**src/rtl/bus_arb_pkg.sv**
```systemverilog
// Shared types and grant encodings for the two-master bus arbiter.
package bus_arb_pkg;

  localparam logic [1:0] GRANT_NONE = 2'b00;
  localparam logic [1:0] GRANT_M1   = 2'b01;
  localparam logic [1:0] GRANT_M2   = 2'b10;

  typedef enum logic [1:0] {
    IDLE   = 2'b00,
    OWN_M1 = 2'b01,
    OWN_M2 = 2'b10
  } state_t;

  typedef enum logic {
    OWNER_M1 = 1'b0,
    OWNER_M2 = 1'b1
  } owner_t;

  // One-hot grant word driven to the mux for a given arbiter state.
  function automatic logic [1:0] grant_of(input state_t s);
    logic [1:0] g;
    g = GRANT_NONE;
    case (s)
      OWN_M1:  g = GRANT_M1;
      OWN_M2:  g = GRANT_M2;
      default: g = GRANT_NONE;
    endcase
    return g;
  endfunction

endpackage

```
**src/rtl/bus_arb_timer.sv**
```systemverilog
// Grant hold counter: cleared while idle, counts owned cycles, saturates at the
// expiry value and never wraps.
module bus_arb_timer #(
  parameter int unsigned TIMEOUT_CYCLES = 256,
  parameter bit          TIMEOUT_EN     = 1'b1
) (
  input  logic clk,
  input  logic rstn,
  input  logic clear,
  input  logic enable,
  output logic expired
);

  localparam int unsigned     CNT_W   = $clog2(TIMEOUT_CYCLES);
  localparam logic [CNT_W-1:0] CNT_MAX = CNT_W'(TIMEOUT_CYCLES - 1);

  logic [CNT_W-1:0] count;

  always_ff @(posedge clk or negedge rstn) begin
    if (!rstn) begin
      count <= '0;
    end else if (clear || !TIMEOUT_EN) begin
      count <= '0;
    end else if (enable && (count != CNT_MAX)) begin
      count <= count + CNT_W'(1);
    end
  end

  assign expired = TIMEOUT_EN && (count == CNT_MAX);

endmodule

```
**src/rtl/bus_arbiter.sv**
```systemverilog
// Two-master round-robin bus arbiter with whole-transaction ownership, a
// mandatory idle turnaround between owners and a hold-time watchdog.
module bus_arbiter
  import bus_arb_pkg::*;
#(
  parameter int unsigned TIMEOUT_CYCLES = 256,
  parameter bit          TIMEOUT_EN     = 1'b1
) (
  input  logic       clk,
  input  logic       rstn,
  input  logic       m1_request,
  input  logic       m2_request,
  input  logic       slave_tx_done,
  output logic [1:0] bus_grant,
  output logic       m1_grant,
  output logic       m2_grant,
  output logic       bus_busy,
  output logic       timeout_err
);

  state_t state, state_next;
  owner_t last_owner, owner_next;
  logic   tmo_next;
  logic   owned;
  logic   expired;

  assign owned = (state != IDLE);

  bus_arb_timer #(
    .TIMEOUT_CYCLES (TIMEOUT_CYCLES),
    .TIMEOUT_EN     (TIMEOUT_EN)
  ) u_timer (
    .clk     (clk),
    .rstn    (rstn),
    .clear   (!owned),
    .enable  (owned),
    .expired (expired)
  );

  // Next-state: done/abandon take priority over expiry so only a genuine
  // watchdog release raises timeout_err.
  always_comb begin
    state_next = state;
    owner_next = last_owner;
    tmo_next   = 1'b0;
    case (state)
      IDLE: begin
        if (m1_request && (!m2_request || (last_owner == OWNER_M2))) begin
          state_next = OWN_M1;
          owner_next = OWNER_M1;
        end else if (m2_request) begin
          state_next = OWN_M2;
          owner_next = OWNER_M2;
        end
      end
      OWN_M1: begin
        if (slave_tx_done || !m1_request) begin
          state_next = IDLE;
        end else if (expired) begin
          state_next = IDLE;
          tmo_next   = 1'b1;
        end
      end
      OWN_M2: begin
        if (slave_tx_done || !m2_request) begin
          state_next = IDLE;
        end else if (expired) begin
          state_next = IDLE;
          tmo_next   = 1'b1;
        end
      end
      default: state_next = IDLE;
    endcase
  end

  // Outputs are registered decodes of the next state, so they track state exactly.
  always_ff @(posedge clk or negedge rstn) begin
    if (!rstn) begin
      state       <= IDLE;
      last_owner  <= OWNER_M2;
      bus_grant   <= GRANT_NONE;
      bus_busy    <= 1'b0;
      timeout_err <= 1'b0;
    end else begin
      state       <= state_next;
      last_owner  <= owner_next;
      bus_grant   <= grant_of(state_next);
      bus_busy    <= (state_next != IDLE);
      timeout_err <= tmo_next;
    end
  end

  assign m1_grant = bus_grant[0];
  assign m2_grant = bus_grant[1];

  a_onehot: assert property (@(posedge clk) disable iff (!rstn) bus_grant != 2'b11);
  a_busy:   assert property (@(posedge clk) disable iff (!rstn) bus_busy == (|bus_grant));
  a_tmo:    assert property (@(posedge clk) disable iff (!rstn) timeout_err |-> ($past(state) != IDLE));

endmodule

```
**config.mk**
```make
export PLATFORM = sky130hd
export DESIGN_NAME = bus_arbiter
export DESIGN_NICKNAME = d
export VERILOG_FILES = /design/src/rtl/bus_arb_pkg.sv /design/src/rtl/bus_arb_timer.sv /design/src/rtl/bus_arbiter.sv
export SDC_FILE = /design/constraint.sdc
export NUM_CORES = 1
export LEC_CHECK = 0
export CORE_MARGIN = 5
export CORE_UTILIZATION = 47
export CTS_CLUSTER_SIZE = 24
export DETAILED_ROUTE_END_ITERATION = 10
export PLACE_DENSITY = 0.73
export SLEW_MARGIN = 20
export SYNTH_ARGS = -nofsm -noshare
export SYNTH_HDL_FRONTEND = slang
export SYNTH_SLANG_ARGS = --single-unit
```
**constraint.sdc**
```tcl
create_clock -name clk -period 1.47 [get_ports clk]
set_input_delay 0.294 -clock clk [delete_from_list [all_inputs] [get_ports clk]]
set_output_delay 0.294 -clock clk [all_outputs]
set_load 0.02 [all_outputs]
```
* Word-level counts from Yosys, hierarchy flattened *
Index checks and enable logic that the tools add are counted.

storage, ports and cells
  register bits = 15
  bits in latches = 0
  memory bits (writable) = 0
  memory bits (read-only) = 0
  input bits = 5
  output and inout bits = 6
  word-level logic and storage cells = 41
  memories kept = 0

operators by class
  add/subtract/negate cells = 1
  $mul = 0
  divide/modulo/power cells = 0
  magnitude comparators = 0
  eq/ne operators = 7
  shift-type cells = 0
  muxes and demuxes = 15
  bitwise gates (word level) = 0
  reductions and logical operators = 12

operators by type and width
  operator               count
  $mux W8                2
  $mux W2                5
  $add A8 B1 Y8 const B  1
  $eq A8 B8 Y1 const B   1
  $ne A8 B8 Y1 const B   1
  $pmux W2 S3            1
  $reduce_bool A2 Y1     3
  $mux W1                5
  $eq A2 B1 Y1 const B   2
  $eq A2 B2 Y1 const B   2
  $pmux W2 S2            1
  $logic_or A1 B1 Y1     3
  $logic_and A1 B1 Y1    2
  $logic_not A1 Y1       2
  $logic_not A2 Y1       1
  $ne A2 B2 Y1 const B   1
  $pmux W1 S2            1
  $reduce_and A2 Y1      1

* Longest topological paths before layout *
Gate-level depths: netlist of the first run.

  depth in word-level cells = 7
  gate-level depth with buffers = 6
  depth with buffers taken out = 6

* Hierarchy *
Synthesis of the first run repeated with hierarchy kept, for this count alone.

unflattened totals
  cells, all modules = 82
  area total of the unflattened synthesis = 874.6 µm²

by module, submodules not included
  module         times used  cells an instance  area an instance (µm²)  sequential area each (µm²)
  bus_arb_timer  1           47                 469.2                   200.2
  bus_arbiter    1           35                 405.4                   176.4

* Worst setup path before layout of the first run *
No wires, ideal clock.

  path kind = reg2reg
  start point = register u_timer.count[0]
  end point = register bus_grant[1]
  library setup time = 126 ps
  data arrival time = 1,495 ps
  required time = 1,344 ps
  slack = -151 ps
  stages on the path, launching flop included = 7
  buffers on the path = 1
  period minus slack after synthesis = 1,621 ps
  path through = dfrtp_1 -> ha_1 -> and3_4 -> buf_6 -> a211oi_4 -> a22oi_2 -> nor3b_2

between the ends
  word-level cells in the longest chain between the ends = 6
  elaborated cells on any way between the ends = 8
  classes of those cells = eq/ne: 3; mux: 5

RTL lines
  what                                          line                                  RTL
  start: declaration                            bus_arb_timer.sv:17                   logic [CNT_W-1:0] count;
  start signal: assignment                      bus_arb_timer.sv:25                   count <= count + CNT_W'(1);
  $eq A8 B8 Y1 *                                bus_arb_timer.sv:29                   assign expired = TIMEOUT_EN && (count == CNT_MAX);
  $mux W2 *                                     bus_arbiter.sv:59, bus_arbiter.sv:67
  $mux W2, on equally long branches             bus_arbiter.sv:65, bus_arbiter.sv:57
  $pmux W2 S3 *                                 bus_arbiter.sv:46                     case (state)
  $eq A2 B2 Y1 or $eq A2 B1 Y1 (tied branches)  bus_arb_pkg.sv:23                     case (s)
  $pmux W2 S2 *                                 bus_arb_pkg.sv:23
  end signal: assignment                        bus_arbiter.sv:87                     bus_grant <= grant_of(state_next);
  end: declaration                              bus_arbiter.sv:14                     output logic [1:0] bus_grant,

Every way passes the cells marked *; elsewhere a longest branch is shown, timed or not.
A chain may end at the register's enable or synchronous reset.

* Worst setup path after layout of the first run *
  start point = register u_timer.count[1]
  end point = register bus_grant[1]

Same word-level chain as after synthesis.

==> results of run 1 <==
power breakdown:
group          internal [uW]  switching, uW  total (uW)
combinational            393            433         825
sequential               530           71.8         601
clock                    105            122         227
layer usage:
layer	vias to the layer above	track usage [%]	share of wire [%]
met3	2	4.01	3.3
met1	331	19.8	46
met5	-	0	0
met4	0	2.62	0.55
li1	328	-	-
met2	11	24.6	50
cell type report:
| class | instances | area (sq um) |
|---|---|---|
| Fill cell | 137 | 648 |
| Multi-Input combinational cell | 55 | 408 |
| Sequential cell | 15 | 377 |
| Timing Repair Buffer | 24 | 198 |
| Clock buffer | 4 | 26.3 |
| Tap cell | 17 | 21.3 |
| Inverter | 3 | 11.3 |
layout by cell type, fill, tap and decap left out:
cell,netlist,layout
dfrtp_1,14,14
buf_4,2,14
o21ai_0,3,3
nor4b_1,2,2
a31oi_1,4,4
a22oi_2,2,2
nand2_1,5,5
nand3_1,3,3
ha_1,5,2
o31ai_1,1,1
or3_1,1,1
dlygate4sd2_1,0,6
and4_4,1,1
a21oi_1,5,5
a21oi_2,1,1
a32o_1,1,1
clkbuf_1,1,1
a211oi_2,1,1
a211oi_4,1,1
nor3b_2,2,2
nor2_1,8,8
nand4_1,2,2
nor2b_1,1,1
inv_1,3,2
dfstp_2,1,1
o21bai_1,1,1
ha_2,0,3
xnor2_1,2,2
clkbuf_4,0,3
inv_2,0,1
and3_4,1,1
nor3_1,2,2
clkdlybuf4s50_1,0,4
critical path: cells and delay by family, from the launching register on:
| family | cells | cell delay (ns) |
|---|---|---|
| AOI/OAI and AO/OA | 2 | 0.43 |
| DFF | 1 | 0.39 |
| and+or+nand+nor | 2 | 0.34 |
| adders and majority gates | 1 | 0.19 |
through the flow:
step,std cells,hold WS [ns]
floorplan,77,-0.00159
global placement,113,0.525
detailed placement,113,0.561
CTS,117,0.269
global route,118,0.272
finish,118,0.264
state kept, by name, indices dropped and copies added (netlist names):
register / cells
last_owner: 1
state: 2
bus_busy: 1
u_timer.count: 8
timeout_err: 1
bus_grant: 2
logic make-up (layout without fill, tap and decap cells):
kind of cell / after synthesis / in the layout
compound gates: 20 / 20
xor+xnor: 2 / 2
fa+ha+maj: 5 / 5
buf+inv: 7 / 31
flops: 15 / 15
simple gates: 28 / 28
repair_timing:
item	in CTS	in global routing
endpoints found under the setup margin	8	5
pin swaps	1	4
gates resized for setup	9	0
setup buffers	0	1
path summary, 6_finish.rpt:
check                                 start               end  slack (ns)  depth (start not counted)
setup / recovery           u_timer.count[1]      bus_grant[1]      -0.008                          5
hold / removal                         rstn  u_timer.count[3]        0.26                          1
setup reg to reg           u_timer.count[1]      bus_grant[1]      -0.008                          5
hold reg to reg                  last_owner        last_owner        0.57                          2
max in group asynchronous              rstn  u_timer.count[7]        0.77                          2
min in group clk                 last_owner        last_owner        0.57                          2
==> metrics, run 1 <==
I/O pin cnt=11; Diodes inserted=0; Remaining DRCs=0; fin worst setup slack=-0.00766 ns; nets=112; Synth Area per Inst=10.6 sq um; pin count of the biggest net entering global routing=11; period utilization=101%; drt via density=5.69; Syn Nets=87; Crit Path Class=reg -> reg; HPWL after DPL=1300 microns; register area share after synthesis=46.0%; area grow syn2layout=27.2%; Synth Area in Adders=7.65%; max-cap violations=0; first-pass GRT wire length=3020 microns; Starting Density=48.4%; fmax=677 MHz; area leader, netlist=dfrtp_1; fin util=61.6%; GRT Util Overall=14.9%; Final Hold Vio Count=0; Worst EP required=1.63 ns; drt total wl=1630 microns; Mapped Area=818 sq um; startpoint types=flop; slew margin rel.=76.5%; CTS Buf Count=3; main combinational cell family by area after synthesis=simple AND/OR/NAND/NOR gates; #FFs+latches synth=15; RePlAce Congestion=0.863; ys async rst share=100%; CTS Hold Bufs=0; Worst EP arrival=1.64 ns; post-synthesis mux area share=0%; number of DRC markers in iteration 0=13; die area=2680 sq um; slowest CP cell=dfrtp_1; WL/cell=13.8 microns; pwr dens=1590 nW/um^2; Post-synth EDFFs=0; Clock Sinks=15; Detail Route Antenna Nets=0; LEAKAGE=0.000464 uW; worst-path maximum fanout=3; count of unique library cells instantiated by Yosys=29; CP max stage delay=0.39 ns; Worst-Skew Late Latency=0.27 ns; simple-gate share of the synthesized area=20.0%; CTS H-tree lvls=1; share of cells above drive strength 1=30.7%; Post-DP Area=1010 sq um; Cell Chain, Critical Path=ha_2 > and3_4 > a211oi_4 > a22oi_2 > nor3b_2; Hold Crit Class=in -> async; Final Max Tran Viols=0; Synth Flop Type=dfrtp_1; Cells after Synth=77; most common cell in the synthesized netlist=dfrtp_1; final instance area=1040 sq um; Pwr Total=1650 uW; top post-synthesis cells by area=dfrtp_1 (43%), ha_1 (7.6%), nor2_1 (3.7%); site row count=15; TritonCTS clock tree=yes; vias post-DR=672; Clock transition at path regs=0.09 ns; peak supply drop=823 uV; Clock Root Buffer=clkbuf_4; number of port buffers=10; RSZ-0062 raised after global routing=true; Core ar.=1690 sq um; crit end category=flop; synth cell count leaders=dfrtp_1 (14), nor2_1 (8), a21oi_1 (5), ha_1 (5), nand2_1 (5); Fin Setup TNS=-0.00766 ns; post-synth top area share=42.8%; initial antenna violation count=0; Final setup viols=1; Die X-Extent=51.7 microns; Die Ht=51.7 microns; compound-gate portion of the synthesized area=19.1%; status=finished, violations left; vias in the first global route=652; Clock Path Buffers=2; worst slew pin tran=0.348 ns; total congestion overflow=0; First-pass DRT Iterations=4; Min Clock Period, post-route=1.48 ns; failing checks=setup timing; Ys Warns=0; Synth Area in XOR/XNOR=2.14%; clk_skew=0.00585 ns; DP Worst Slack=-0.236 ns
Power figures use the tool's default switching activity.
==> inputs of run 2 (changes only) <==
GPL_ROUTABILITY_DRIVEN = 0   (was not set)
==> results of run 2 <==
The final DEF is identical to that of run 1; final timing and power are the same.
==> inputs of run 3 (changes only) <==
ABC_AREA = 1   (was not set)
ABC_CLOCK_PERIOD_IN_PS = 1470   (was not set)
CORE_UTILIZATION = 46   (was 47)
PLACE_DENSITY = 0.72   (was 0.73)
==> run 3 against run 2 <==
Compared with the run above:
- the run now ends clean
- largest power group unchanged
- via count down 7.7%
- non-clock buffer count fell by 7
- critical path depth increased by 3
- core utilization decreased by 3.8 points
- critical path type unchanged
- register-to-register slack improved by 0.14 ns
==> metrics, run 3 <==
status=finished, final reports clean; initial antenna violation count=0; #FFs+latches synth=15; vias in the first global route=563; pwr dens=1580 nW/um^2; pin count of the biggest net entering global routing=11; Syn Nets=98; Detail Route Antenna Nets=0; Post-synth EDFFs=0; WL/cell=10.8 microns; First-pass DRT Iterations=4; period utilization=91.2%; Largest delay share family, worst path=simple AND/OR/NAND/NOR gates; commonest cells after routing, fill and taps aside=nand2_1 (14), dfrtp_1 (14), nor2_1 (11), inv_1 (8), buf_4 (7); worst slew pin tran=0.262 ns; Starting Density=47.3%; drt total wl=1330 microns; max reg flops=8; Crit Path Class=reg -> reg; startpoint types=flop; Worst-Skew Late Latency=0.27 ns; drt via density=5.04; top post-synthesis cells by area=dfrtp_1 (44%), ha_1 (7.9%), nand2_1 (6.7%); GRT Util Overall=11.3%; count of unique library cells instantiated by Yosys=23; Remaining DRCs=0; Core ar.=1670 sq um; TritonCTS clock tree=yes; synth cell count leaders=dfrtp_1 (14), nand2_1 (14), nor2_1 (11), inv_1 (9); clk_skew=0.000518 ns; nets=117; Min Clock Period, post-route=1.34 ns; I/O pin cnt=11; Final Max Tran Viols=0; crit end category=flop; Clock Path Buffers=2; Cell Chain, Critical Path=ha_1 > nand2_2 > nor2_4 > nand2_4 > nand3_1 > nand2_1 > nand2_1 > nand2_1; Hold Crit Class=in -> async; area leader, netlist=dfrtp_1; vias post-DR=620; slowest CP cell=dfrtp_1; Post-DP Area=922 sq um; Ys Warns=0; number of port buffers=10; max-cap violations=0; CTS Hold Bufs=0; Clock Root Buffer=clkbuf_4; Clock transition at path regs=0.08 ns; CTS Buf Count=3; share of cells above drive strength 1=23.6%; Top reg by flops=u_timer.count; Worst EP required=1.64 ns; post-synth top area share=44.4%; Diodes inserted=0; R2R Path Start=u_timer.count[1]; Worst EP arrival=1.51 ns; Worst setup startpoint=u_timer.count[1]; site row count=15; Cells after Synth=88; RSZ-0062 raised after global routing=false; worst-path maximum fanout=10; slew margin rel.=82.5%; Final Hold Vio Count=0; total congestion overflow=0; top flop regs=u_timer.count x8, bus_grant x2, state x2; Pwr Total=1530 uW; HPWL after DPL=1050 microns; CTS H-tree lvls=1; final instance area=966 sq um; Clock Sinks=15; peak supply drop=834 uV; Die Ht=51.4 microns; WP buf/inv=0; die area=2650 sq um; ys async rst share=100%; Synth Flop Type=dfrtp_1; Mapped Area=790 sq um; register area share after synthesis=47.7%; LEAKAGE=0.000496 uW; first-pass GRT wire length=2260 microns; CP max stage delay=0.38 ns; area grow syn2layout=22.3%; Synth Area per Inst=8.97 sq um; Die X-Extent=51.4 microns; critical path's most frequent cell=nand2_1; number of DRC markers in iteration 0=20; Final setup viols=0; fmax=746 MHz
run 3: area by class of cell:
class	instances	area (sq um)
sequential	15	377
multi-input combinational	59	355
timing repair buffer	17	145
inverter	11	41.3
clock buffer	4	26.3
fill	155	704
tap	17	21.3
run 3: path summary, 6_finish.rpt:
kind	slack [ns]	depth (start not counted)	end
worst max-delay path	0.13	8	bus_busy
worst min-delay path	0.25	1	u_timer.count[2]
worst max register to register	0.13	8	bus_busy
worst min register to register	0.53	2	last_owner
max in group asynchronous	0.80	2	state[1]
min in group clk	0.53	2	last_owner
run 3: report_power, final:
group	switching [uW]	leakage [uW]	internal, uW	total [uW]
Combinational	414	0.000283	292	705
Clock	116	0.0000150	105	221
Sequential	66.2	0.000199	535	601
Total	596	0.000496	932	1530
run 3: metrics by stage:
stage | hold WS, ns | setup TNS (ns) | util (%) | setup WS [ns] | instances
floorplan | -0.00159 | 0 | - | 0.172 | 88
global placement | 0.514 | -0.00531 | 55.2 | -0.00531 | 117
detailed placement | 0.514 | -0.109 | 55.2 | -0.0419 | 117
CTS | 0.258 | 0 | 56.3 | 0.0369 | 121
global route | 0.274 | 0 | 57.8 | 0.0217 | 123
finish | 0.252 | 0 | 57.8 | 0.130 | 123
run 3: logic make-up (layout without fill, tap and decap cells):
kind of cell / count (synthesis) / count (layout) / share of synthesized area (%)
compound gates: 15 / 15 / 12.2
buf+inv: 14 / 32 / 8.56
simple gates: 38 / 38 / 22.5
flops: 15 / 15 / 47.7
xor+xnor: 1 / 1 / 1.11
fa+ha+maj: 5 / 5 / 7.92
run 3: worst register-to-register path, cell delays in order (launching register included):
cell and delay [ns]:
dfrtp_1 0.38, ha_1 0.20, nand2_2 0.09, nor2_4 0.13
nand2_4 0.12, nand3_1 0.10, nand2_1 0.06, nand2_1 0.09
nand2_1 0.06
run 3: per-layer routing:
metal | track usage (%) | vias to the layer above | routed length (microns)
met5 | 0 | - | 0
met4 | 6.55 | 0 | 23
met3 | 1.17 | 2 | 38
met2 | 19.9 | 7 | 634
met1 | 12.9 | 290 | 636
li1 | - | 321 | -
run 3: timing repair:
item / in CTS / in global routing
endpoints found under the setup margin: 6 / 6
setup buffers: 0 / 2
gates resized for setup: 6 / 3
pin swaps: 0 / 1
endpoints found under the hold margin: 0 / 0
